File: src/rtl/mem_bus_arbiter_pkg.sv
// Shared types and encodings for the IF/MEM memory bus arbiter.
package mem_bus_arbiter_pkg;

  // Arbiter FSM: wait for a requester, drive the address phase, wait for data.
  typedef enum logic [1:0] {
    ARB_IDLE = 2'd0,
    ARB_ADDR = 2'd1,
    ARB_WAIT = 2'd2
  } arb_state_e;

  // Owner / round-robin encodings; bit position in the request vector matches.
  localparam logic OWNER_INST = 1'b0;
  localparam logic OWNER_DATA = 1'b1;

  // Transfer size codes carried on the bus.
  localparam logic [1:0] SIZE_BYTE = 2'b00;
  localparam logic [1:0] SIZE_HALF = 2'b01;
  localparam logic [1:0] SIZE_WORD = 2'b10;

endpackage

File: src/rtl/rr_arbiter_2.sv
// Combinational two-way round-robin picker.
// req[0] = instruction port, req[1] = data port; 'last' is the previous winner.
module rr_arbiter_2
  import mem_bus_arbiter_pkg::*;
(
  input  logic [1:0] req,
  input  logic       last,
  output logic [1:0] grant
);

  // A lone requester always wins; on a tie the port that did not win last time goes.
  always_comb begin
    grant = 2'b00;
    case (req)
      2'b01:   grant = 2'b01;
      2'b10:   grant = 2'b10;
      2'b11:   grant = (last == OWNER_INST) ? 2'b10 : 2'b01;
      default: grant = 2'b00;
    endcase
  end

endmodule

File: src/rtl/mem_bus_arbiter.sv
// Shares one SRAM-like bus between the IF fetch port and the MEM load/store port.
// One transaction in flight: grant in IDLE, address phase in ADDR, data phase in WAIT.
module mem_bus_arbiter
  import mem_bus_arbiter_pkg::*;
#(
  parameter int ADDR_W = 32,
  parameter int DATA_W = 32
) (
  input  logic                  clk,
  input  logic                  reset,
  // instruction port
  input  logic                  inst_req,
  input  logic [ADDR_W-1:0]     inst_addr,
  output logic                  inst_addr_ok,
  output logic                  inst_data_ok,
  output logic [DATA_W-1:0]     inst_rdata,
  // data port
  input  logic                  data_req,
  input  logic                  data_wr,
  input  logic [1:0]            data_size,
  input  logic [DATA_W/8-1:0]   data_wstrb,
  input  logic [ADDR_W-1:0]     data_addr,
  input  logic [DATA_W-1:0]     data_wdata,
  output logic                  data_addr_ok,
  output logic                  data_data_ok,
  output logic [DATA_W-1:0]     data_rdata,
  // shared bus
  output logic                  bus_req,
  output logic                  bus_wr,
  output logic [1:0]            bus_size,
  output logic [DATA_W/8-1:0]   bus_wstrb,
  output logic [ADDR_W-1:0]     bus_addr,
  output logic [DATA_W-1:0]     bus_wdata,
  input  logic                  bus_addr_ok,
  input  logic                  bus_data_ok,
  input  logic [DATA_W-1:0]     bus_rdata
);

  localparam int STRB_W = DATA_W / 8;

  arb_state_e          state_q, state_d;
  logic                owner_q, owner_d;
  logic                rr_last_q, rr_last_d;
  logic                hold_wr_q, hold_wr_d;
  logic [1:0]          hold_size_q, hold_size_d;
  logic [STRB_W-1:0]   hold_wstrb_q, hold_wstrb_d;
  logic [ADDR_W-1:0]   hold_addr_q, hold_addr_d;
  logic [DATA_W-1:0]   hold_wdata_q, hold_wdata_d;

  logic [1:0]          grant;
  logic                grant_cycle;
  logic                resp_cycle;

  rr_arbiter_2 u_rr (
    .req   ({data_req, inst_req}),
    .last  (rr_last_q),
    .grant (grant)
  );

  // A grant only happens from IDLE; a response is only accepted in WAIT.
  assign grant_cycle = (state_q == ARB_IDLE) && (grant != 2'b00) && !reset;
  assign resp_cycle  = (state_q == ARB_WAIT) && bus_data_ok && !reset;

  // State, ownership and hold register; reset abandons any in-flight transaction.
  always_ff @(posedge clk) begin
    if (reset) begin
      state_q      <= ARB_IDLE;
      owner_q      <= OWNER_INST;
      rr_last_q    <= OWNER_INST;
      hold_wr_q    <= 1'b0;
      hold_size_q  <= 2'b00;
      hold_wstrb_q <= '0;
      hold_addr_q  <= '0;
      hold_wdata_q <= '0;
    end else begin
      state_q      <= state_d;
      owner_q      <= owner_d;
      rr_last_q    <= rr_last_d;
      hold_wr_q    <= hold_wr_d;
      hold_size_q  <= hold_size_d;
      hold_wstrb_q <= hold_wstrb_d;
      hold_addr_q  <= hold_addr_d;
      hold_wdata_q <= hold_wdata_d;
    end
  end

  // Next state plus latching of the winner's request fields on the grant cycle.
  always_comb begin
    state_d      = state_q;
    owner_d      = owner_q;
    rr_last_d    = rr_last_q;
    hold_wr_d    = hold_wr_q;
    hold_size_d  = hold_size_q;
    hold_wstrb_d = hold_wstrb_q;
    hold_addr_d  = hold_addr_q;
    hold_wdata_d = hold_wdata_q;
    case (state_q)
      ARB_IDLE: begin
        if (grant_cycle) begin
          state_d   = ARB_ADDR;
          owner_d   = grant[1] ? OWNER_DATA : OWNER_INST;
          rr_last_d = grant[1] ? OWNER_DATA : OWNER_INST;
          if (grant[1]) begin
            hold_wr_d    = data_wr;
            hold_size_d  = data_size;
            hold_wstrb_d = data_wstrb;
            hold_addr_d  = data_addr;
            hold_wdata_d = data_wdata;
          end else begin
            // Fetches are always full-word reads.
            hold_wr_d    = 1'b0;
            hold_size_d  = SIZE_WORD;
            hold_wstrb_d = '0;
            hold_addr_d  = inst_addr;
            hold_wdata_d = '0;
          end
        end
      end
      ARB_ADDR: begin
        if (bus_addr_ok) state_d = ARB_WAIT;
      end
      ARB_WAIT: begin
        if (bus_data_ok) state_d = ARB_IDLE;
      end
      default: state_d = ARB_IDLE;
    endcase
  end

  // Bus drive and response routing; everything is forced low while reset is high.
  always_comb begin
    inst_addr_ok = 1'b0;
    data_addr_ok = 1'b0;
    inst_data_ok = 1'b0;
    data_data_ok = 1'b0;
    inst_rdata   = '0;
    data_rdata   = '0;
    bus_req      = 1'b0;
    bus_wr       = 1'b0;
    bus_size     = 2'b00;
    bus_wstrb    = '0;
    bus_addr     = '0;
    bus_wdata    = '0;
    if (!reset) begin
      inst_addr_ok = grant_cycle && grant[0];
      data_addr_ok = grant_cycle && grant[1];
      bus_req      = (state_q == ARB_ADDR);
      bus_wr       = hold_wr_q;
      bus_size     = hold_size_q;
      bus_wstrb    = hold_wstrb_q;
      bus_addr     = hold_addr_q;
      bus_wdata    = hold_wdata_q;
      if (resp_cycle) begin
        if (owner_q == OWNER_DATA) begin
          data_data_ok = 1'b1;
          data_rdata   = bus_rdata;
        end else begin
          inst_data_ok = 1'b1;
          inst_rdata   = bus_rdata;
        end
      end
    end
  end

endmodule

File: config.mk
export PLATFORM = sky130hd
export DESIGN_NAME = mem_bus_arbiter
export DESIGN_NICKNAME = d
export VERILOG_FILES = /design/src/rtl/mem_bus_arbiter_pkg.sv /design/src/rtl/rr_arbiter_2.sv /design/src/rtl/mem_bus_arbiter.sv
export SDC_FILE = /design/constraint.sdc
export NUM_CORES = 1
export LEC_CHECK = 0
export BUFFER_PORTS_ARGS = -buffer_cell sky130_fd_sc_hd__buf_2
export CORE_ASPECT_RATIO = 0.7
export CORE_MARGIN = 2
export CORE_UTILIZATION = 37
export DETAILED_ROUTE_END_ITERATION = 8
export PLACE_DENSITY_LB_ADDON = 0.1
export SYNTH_ARGS = -nofsm -noshare
export SYNTH_HDL_FRONTEND = slang
export SYNTH_SLANG_ARGS = --single-unit
File: constraint.sdc
create_clock -name clk -period 1.2 [get_ports clk]
set_input_delay 0.06 -clock clk [delete_from_list [all_inputs] [get_ports clk]]
set_output_delay 0.06 -clock clk [all_outputs]
set_load 0.03 [all_outputs]
==> Yosys cells after proc, flatten, opt, wreduce, memory -nomap -nowiden <==
Index checks and enable logic that the tools add are counted.
{ "totals": {"register_bits": 74, "input_bits": 141, "output_inout_bits": 140, "word_cells": 58} }
{ "op_classes": {"eq_ne": 8, "n_mux": 32, "reduce_logical": 11} }
{ "ops": {"columns": ["operator", "count"], "rows": [
  ["$mux 32", 10],
  ["$mux 1", 12],
  ["$mux 2", 6],
  ["$pmux 2 s3", 2],
  ["$mux 4", 2],
  ["$eq 2x2->1 const B", 3],
  ["$logic_and 1x1->1", 6],
  ["$ne 2x2->1 const B", 3],
  ["$eq 2x1->1 const B", 2],
  ["$reduce_and 3->1", 1],
  ["$logic_not 2->1", 1],
  ["$reduce_and 2->1", 1],
  ["$reduce_bool 2->1", 1],
  ["$logic_not 1->1", 1]
]} }

==> Logic depth before layout (Yosys ltp) <==
Gate-level depths: netlist of the first run.
{ "depth": {"depth_word": 7, "mapped_depth": 6, "depth_no_buf": 3} }

==> Modules after synthesis <==
Synthesis of the first run repeated with hierarchy kept, for this count alone.
{ "unflattened": {"hier_cells": 380, "hier_area_um2": 3647.2} }
{ "by_module_without_submodules": {"columns": ["mod", "n_inst", "cells_each", "area_each_um2", "seq_area_each_um2"], "rows": [
  ["mem_bus_arbiter", 1, 377, 3628.5, 1481.4],
  ["rr_arbiter_2", 1, 3, 18.8, 0.0]
]} }

==> Worst setup path after synthesis of the first run <==
No wires, ideal clock.
{ "synth_path": {"kind": "flip-flop to output port", "startpoint": "register state_q[0]", "endpoint": "output port inst_addr_ok", "t_arrival_ns": 1.604, "required_time_ns": 1.140, "path_slack_ns": -0.464, "stages_incl_launch_ff": 6, "path_buffers": 2, "cell_sequence": "dfxtp_1 -> clkbuf_2 -> nor2_4 -> nand2_1 -> buf_2 -> nor3_1"} }
{ "synth_via": {"elab_chain_cells": 5} }
{ "synth_lines": {"columns": ["item", "line_no", "rtl"], "rows": [
  ["start, declared", "mem_bus_arbiter.sv:41", "arb_state_e state_q, state_d;"],
  ["start signal, assigned", "mem_bus_arbiter.sv:76", "state_q <= state_d;"],
  ["$logic_not 2->1", "mem_bus_arbiter.sv:61", "assign grant_cycle = (state_q == ARB_IDLE) && (grant != 2'b00) && !reset;"],
  ["$logic_and 1x1->1 (2 in a row)", "mem_bus_arbiter.sv:61", null],
  ["$logic_and 1x1->1", "mem_bus_arbiter.sv:144", "inst_addr_ok = grant_cycle && grant[0];"],
  ["$mux 1", "mem_bus_arbiter.sv:143", "if (!reset) begin"],
  ["end, declared", "mem_bus_arbiter.sv:14", "output logic inst_addr_ok,"]
]} }
No other way between the ends.

==> Final worst setup path of the first run <==
{ "layout_path": {"startpoint": "register state_q[0]", "endpoint": "output port inst_rdata[11]"} }
{ "layout_via": {"elab_chain_cells": 5} }
{ "layout_lines": {"columns": ["item", "line_no", "rtl"], "rows": [
  ["$eq 2x2->1", "mem_bus_arbiter.sv:62", "assign resp_cycle = (state_q == ARB_WAIT) && bus_data_ok && !reset;"],
  ["$logic_and 1x1->1 (2 in a row)", "mem_bus_arbiter.sv:62", null],
  ["$mux 32", "mem_bus_arbiter.sv:152", "if (resp_cycle) begin"],
  ["$mux 32", "mem_bus_arbiter.sv:143", null],
  ["end, declared", "mem_bus_arbiter.sv:16", "output logic [DATA_W-1:0] inst_rdata,"]
]} }
No other way between the ends.

==> results of run 1 <==
[stage by stage]
stage,cells,setup slack [ns]
final,928,-0.416
after global routing,928,-0.476
after CTS,923,-0.414
after detailed placement,837,-0.142
after global placement,837,-0.110
after floorplan,443,-0.126
[where the power goes]
part | switching [mW] | total [mW] | internal (mW)
registers | 0.105 | 2.79 | 2.68
logic | 1.23 | 2.45 | 1.23
clock network | 1.07 | 2.96 | 1.88
[Yosys cell counts (all sizes together)]
| cell type | n |
|---|---|
| a2111oi | 1 |
| a211oi | 1 |
| a21bo | 1 |
| a21boi | 1 |
| a21o | 1 |
| a21oi | 35 |
| a22o | 38 |
| a311oi | 32 |
| and2 | 65 |
| and3b | 1 |
| buf | 30 |
| clkbuf | 14 |
| dfxtp | 74 |
| inv | 2 |
| nand2 | 65 |
| nand4bb | 1 |
| nor2 | 6 |
| nor2b | 71 |
| nor3 | 1 |
| nor3b | 1 |
| nor4 | 1 |
| or2 | 1 |
[per-layer routing]
metal / share of wire, % / vias to the layer above
met3: 8.0 / 52
met4: 3.6 / 0
li1: - / 2230
met5: 0 / -
met1: 38 / 2179
met2: 50 / 227
[area by class of cell]
| cell class | count | area [um^2] | share of cell area [%] |
|---|---|---|---|
| Timing Repair Buffer | 382 | 3150 | 41.3 |
| Multi-Input combinational cell | 323 | 2480 | 32.6 |
| Sequential cell | 74 | 1490 | 19.5 |
| Clock buffer | 10 | 239 | 3.14 |
| Tap cell | 132 | 165 | 2.17 |
| Clock inverter | 5 | 86.3 | 1.13 |
| Inverter | 2 | 7.51 | 0.0985 |
[worst min-delay path: cells and delay by family]
kind | cells | cell delay [ns]
buf+inv | 1 | 0.09
compound gates | 1 | 0.08
simple gates | 1 | 0.06
[state kept, by name, indices dropped and copies added (netlist names)]
| register | flops |
|---|---|
| hold_wdata_q | 32 |
| state_q | 2 |
| hold_addr_q | 32 |
| hold_wstrb_q | 4 |
| hold_wr_q | 1 |
| hold_size_q | 2 |
| rr_last_q | 1 |
[worst min path at each step]
stage	slack, ns	from	end	depth (start not counted)
floorplan	0.18	bus_addr_ok	state_q[0]$_SDFFE_PP0P_	1
global placement	0.28	bus_addr_ok	state_q[0]$_SDFFE_PP0P_	2
detailed placement	0.28	bus_addr_ok	state_q[0]$_SDFFE_PP0P_	2
CTS	0.005	inst_addr[19]	hold_addr_q[19]$_SDFFE_PP0P_	3
global route	0.009	inst_addr[30]	hold_addr_q[30]$_SDFFE_PP0P_	3
finish	0.01	inst_addr[26]	hold_addr_q[26]$_SDFFE_PP0P_	3
[cell families (layout without fill, tap and decap cells)]
kind of cell / after synthesis / in the layout / share of synthesized area (%)
AOI/OAI and AO/OA: 110 / 110 / 25.9
buffers and inverters: 46 / 399 / 6.79
DFF: 74 / 74 / 37.4
and+or+nand+nor: 213 / 213 / 29.9
[repair_timing]
item                       in CTS  in global routing
resized for setup             149                 60
cloned                         11                  3
hold buffers                   44                  0
pin swaps                       5                 17
hold endpoints to repair       42                  0
setup endpoints to repair     140                142
buffers inserted               16                 12
==> reports/qor.csv, run 1 <==
stage,metric,value,unit
yosys,synth_area,0.00396,mm^2
clocking,clk_pin_slew,0.06,ns
route,dr_total_vias,4688,
job,maxCapViolCount,0,
setup_path,critPathKind,reg -> out,
setup_path,critPathLaunchType,flip-flop,
status,failed_checks,negative setup slack,
placement,place.gp.congestion,0.886,
setup_path,crit_buf_inv,2,
sta,holdWs,0.0139,ns
grt,track_usage,27.0,%
die,start_util,38.1,%
route,drc,0,
placement,place_area,0.00577,mm^2
yosys,ys_types,29,
layout,final_cell_mix,"buf_2, buf_6, nor2b_1, dfxtp_1, nand2_1",
setup_path,slowest_stage,dfxtp_2,
route,ant_nets,0,
yosys,synthTopCellsByArea,"dfxtp_1, a311oi_2, nor2b_1",
yosys,yosys.area.top_type_share,37.4,%
layout,layout_commonest_cell,buf_2,
grt,grt_busiest_layer,met2,
setup_path,regToRegSetupSlack,-0.32,ns
route,post_drt_wl_per_cell,17.9,um
grt,overflow,0,
clocking,cts_made_buffers,9,
clocking,cts_tree,built,
sta,skew,0.00693,ns
layout,final_cell_area,0.00762,mm^2
setup_path,arrival,1.56,ns
placement,hpwl,9.99,mm
status,status,finished with violations,
route,first_pass_iters,7,
yosys,synth-seq-cells,74,
setup_path,crit_chain,nand4bb_4 > nor2_4 > clkbuf_16 > and2_4 > buf_8,
die,row_count,31,
setup_path,required,1.14,ns
route,viasPerCell,5.05,
sta,finalWorstSetupSlack,-0.416,ns
sta,worst_slew_pin_slew,0.582,ns
sta,post-route-period-util,135,%
sta,drv_slew,0,
yosys,yosys_warnings,0,
yosys,avgSynthCellArea,8.94,um^2
worst_hold_path,hold_path_class,in -> reg,
layout,syn2layout_area_growth,92.4,%
sta,fmax,0.619,GHz
layout,fin_nets,933,
layout,drive_gt1_share,59.0,%
power,leakage,3.64,nW
setup_path,slowest_delay,0.33,ns
route,drtIter0Drc,174,
power,peakVddDrop,0.000657,V
setup_path,reg2reg_to,hold_wdata_q[16]$_SDFFE_PP0P_,
setup_path,crit_path_end_kind,output pin,
sta,fin_tns_setup,-39.72,ns
die,core_area,0.0104,mm^2
grt,groute.layer.met1.usage,31.4,%
power,power,8.20,mW
die,dieArea,0.0116,mm^2
yosys,syn_inst,443,
sta,slew_headroom,61.2,%
yosys,ys_seq_area_share,37.4,%
sta,finalSetupViolations,141,
grt,grt_util_met2,46.7,%
grt,first_global_vias,4579,
die,die_h,90.6,um
setup_path,worstPathMaxFanout,16,
setup_path,r2r-start,rr_last_q$_SDFFE_PP0P_,
layout,fin_util,73.3,%
setup_path,crit_end,inst_rdata[11],
die,io_pins,281,
yosys,yosysTopAreaCell,dfxtp_1,
clocking,htree_levels,3,
grt,grt_max_degree,106,
yosys,syn-num-nets,584,
sta,hold_violations,0,
grt,grt_use_met3,7.29,%
clocking,insertion_delay,0.33,ns
grt,grt_pass1_wl,24.6,mm
grt,antenna_found_initial,0,
setup_path,cp_top_family,simple AND/OR/NAND/NOR gates,
sta,rsz0062_at_grt,yes,
route,drt-total-wl,16.6,mm
clocking,cts_max_path_buffers,2,
placement,numPortBuffers,280,
clocking,clockRootBuffer,clkbuf_16,
clocking,clock-sinks,74,
setup_path,cp.depth,5,
setup_path,critPathLaunch,state_q[0]$_SDFFE_PP0P_,
sta,min_period,1.62,ns
layout,antenna_cells,0,
setup_path,worstRegToRegCells,6,
die,die_x,128,um
layout,fill_cells,720,
power,power.density,1080,mW/mm^2
(Power assumes the default switching activity.)
==> run 2, diff against run 1 <==
- CELL_PAD_IN_SITES_DETAIL_PLACEMENT: not set -> 1
- CELL_PAD_IN_SITES_GLOBAL_PLACEMENT: not set -> 2
- CORE_UTILIZATION: 37 -> 19
==> run 2 against run 1 <==
Against the previous run:
- the flow still finishes with violations (negative setup slack)
- count of clock-buffer cells in the layout increased by 2
- critical path type unchanged
- power decreased by 1.2%
- flip-flop and latch count unchanged
- sequential share of layout area decreased by 1.7 points
- cell area increased by 10%
==> reports/qor.csv, run 2 (synthesis results as in run 1) <==
stage,metric,value,unit
status,status,finished with violations,
status,failed_checks,negative setup slack,
die,start_util,19.2,%
sta,fin_tns_setup,-43.91,ns
setup_path,worstPathMaxFanout,16,
clocking,cts_max_path_buffers,2,
placement,dpl.cell_count,984,
route,post_drt_wl_per_cell,17.9,um
layout,fin_nets,971,
route,drtIter0Drc,155,
sta,post-route-period-util,135,%
sta,worst_slew_pin_slew,0.365,ns
route,dr_total_vias,4761,
grt,antenna_found_initial,0,
job,maxCapViolCount,0,
route,drc,0,
setup_path,required,1.14,ns
power,power.density,966,mW/mm^2
grt,grt_max_degree,64,
sta,rsz0062_at_grt,yes,
route,viasPerCell,4.29,
placement,place.gp.congestion,0.840,
sta,finalSetupViolations,142,
worst_hold_path,hold_path_class,in -> reg,
die,row_count,44,
route,ant_nets,0,
clocking,htree_levels,3,
die,die_x,177,um
setup_path,slowest_delay,0.33,ns
power,peakVddDrop,0.000549,V
grt,track_usage,18.0,%
layout,reg_top3,"hold_addr_q x32, hold_wdata_q x32, hold_wstrb_q x4",
clocking,clk_pin_slew,0.06,ns
setup_path,critPathKind,reg -> out,
placement,hpwl,12.4,mm
grt,first_global_vias,5233,
setup_path,critPathLaunchType,flip-flop,
sta,skew,0.00764,ns
setup_path,arrival,1.56,ns
setup_path,crit_path_end_kind,output pin,
grt,overflow,0,
clocking,clock-sinks,74,
die,dieArea,0.0220,mm^2
sta,slew_headroom,75.7,%
sta,fmax,0.617,GHz
layout,antenna_cells,0,
setup_path,crit_end,inst_rdata[2],
clocking,clockRootBuffer,clkbuf_16,
setup_path,regToRegSetupSlack,-0.33,ns
sta,hold_violations,0,
die,die_h,125,um
grt,grt_pass1_wl,30.5,mm
clocking,cts_tree,built,
setup_path,critPathLaunch,state_q[0]$_SDFFE_PP0P_,
clocking,insertion_delay,0.34,ns
setup_path,reg2reg_to,hold_wdata_q[25]$_SDFFE_PP0P_,
power,leakage,3.83,nW
setup_path,worstRegToRegCells,9,
layout,syn2layout_area_growth,112,%
setup_path,r2r-start,state_q[0]$_SDFFE_PP0P_,
sta,finalWorstSetupSlack,-0.420,ns
layout,fill_cells,2317,
setup_path,slowest_stage,dfxtp_2,
route,drt-total-wl,19.8,mm
layout,finalNonFillerCells,1111,
setup_path,crit_chain,nand4bb_4 > nor2_4 > buf_4 > buf_16 > and2_4 > buf_6,
die,core_area,0.0206,mm^2
clocking,cts_made_buffers,9,
layout,layout_commonest_cell,buf_2,
placement,numPortBuffers,280,
route,first_pass_iters,4,
sta,min_period,1.62,ns
sta,drv_slew,0,
die,io_pins,281,
layout,drive_gt1_share,60.5,%
layout,final_cell_mix,"buf_2, buf_6, dlygate4sd3_1, dfxtp_1",
## run 2: cell count changes in the layout (fill, tap and decap cells not counted), moves of 4 or more
cell,before,now
nor2b_2,0,7
clkbuf_4,0,7
buf_2,210,197
a21oi_4,2,7
buf_12,13,17
buf_4,19,23
nor2b_1,71,64
a21oi_2,7,22
dlygate4sd3_1,44,73
buf_8,5,9
a21oi_1,26,6
## run 2: per-stage QoR
stage          util (%)  setup slack (ns)  power (mW)  hold WS, ns  instance area [um^2]
5_1_grt            40.7            -0.498        8.53      0.00151                  8380
2_1_floorplan         -            -0.126        4.00        0.178                  4190
3_3_place_gp       29.1            -0.123        4.71        0.283                  5990
6_report           40.7            -0.420        8.09      0.00867                  8380
3_5_place_dp       29.1            -0.159        4.73        0.289                  5990
4_1_cts            40.5            -0.423        8.21    0.0000195                  8330
## run 2: worst min path at each step
stage	depth (start not counted)	slack, ns	end	startpoint
3_5_place_dp	2	0.29	hold_wdata_q[14]$_SDFFE_PP0P_	data_wdata[14]
3_3_place_gp	2	0.28	state_q[0]$_SDFFE_PP0P_	bus_addr_ok
6_report	3	0.009	hold_addr_q[11]$_SDFFE_PP0P_	inst_addr[11]
4_1_cts	3	0.00002	hold_addr_q[31]$_SDFFE_PP0P_	data_addr[31]
5_1_grt	3	0.002	hold_addr_q[9]$_SDFFE_PP0P_	inst_addr[9]
2_1_floorplan	1	0.18	state_q[0]$_SDFFE_PP0P_	bus_addr_ok
## run 2: cell type report
| type | instances | area (um^2) | share of cell area, % |
|---|---|---|---|
| Timing Repair Buffer | 420 | 3640 | 43.4 |
| Multi-Input combinational cell | 323 | 2630 | 31.4 |
| Sequential cell | 74 | 1490 | 17.8 |
| Tap cell | 276 | 345 | 4.12 |
| Clock inverter | 4 | 28.8 | 0.343 |
| Inverter | 2 | 7.51 | 0.0896 |
| Clock buffer | 12 | 236 | 2.82 |
## run 2: where the power goes
group,internal [mW],switching (mW),leakage (nW),total (mW)
sequential,2.68,0.119,0.612,2.80
combinational,1.44,1.36,3.09,2.80
clock,1.40,1.09,0.123,2.49
total,5.53,2.57,3.83,8.09
## run 2: repair_timing
action,CTS,global route
setup endpoints to repair,141,155
gates cloned,16,0
hold endpoints to repair,60,1
buffers inserted,27,9
hold buffers,72,1
pin swaps,48,17
gates resized for setup,222,68
## run 2: per-layer routing
metal	global-route usage (%)	up-vias	wire (um)
met5	0	-	0
met4	4.04	0	253
met3	5.56	17	1470
met2	30.0	183	9480
met1	22.7	2261	8640
li1	-	2300	-
## run 2: critical path, delay by kind of cell (launching register included)
| family | cells | cell delay [ns] |
|---|---|---|
| buffers and inverters | 3 | 0.40 |
| AND/OR/NAND/NOR | 3 | 0.48 |
| flip-flops | 1 | 0.33 |
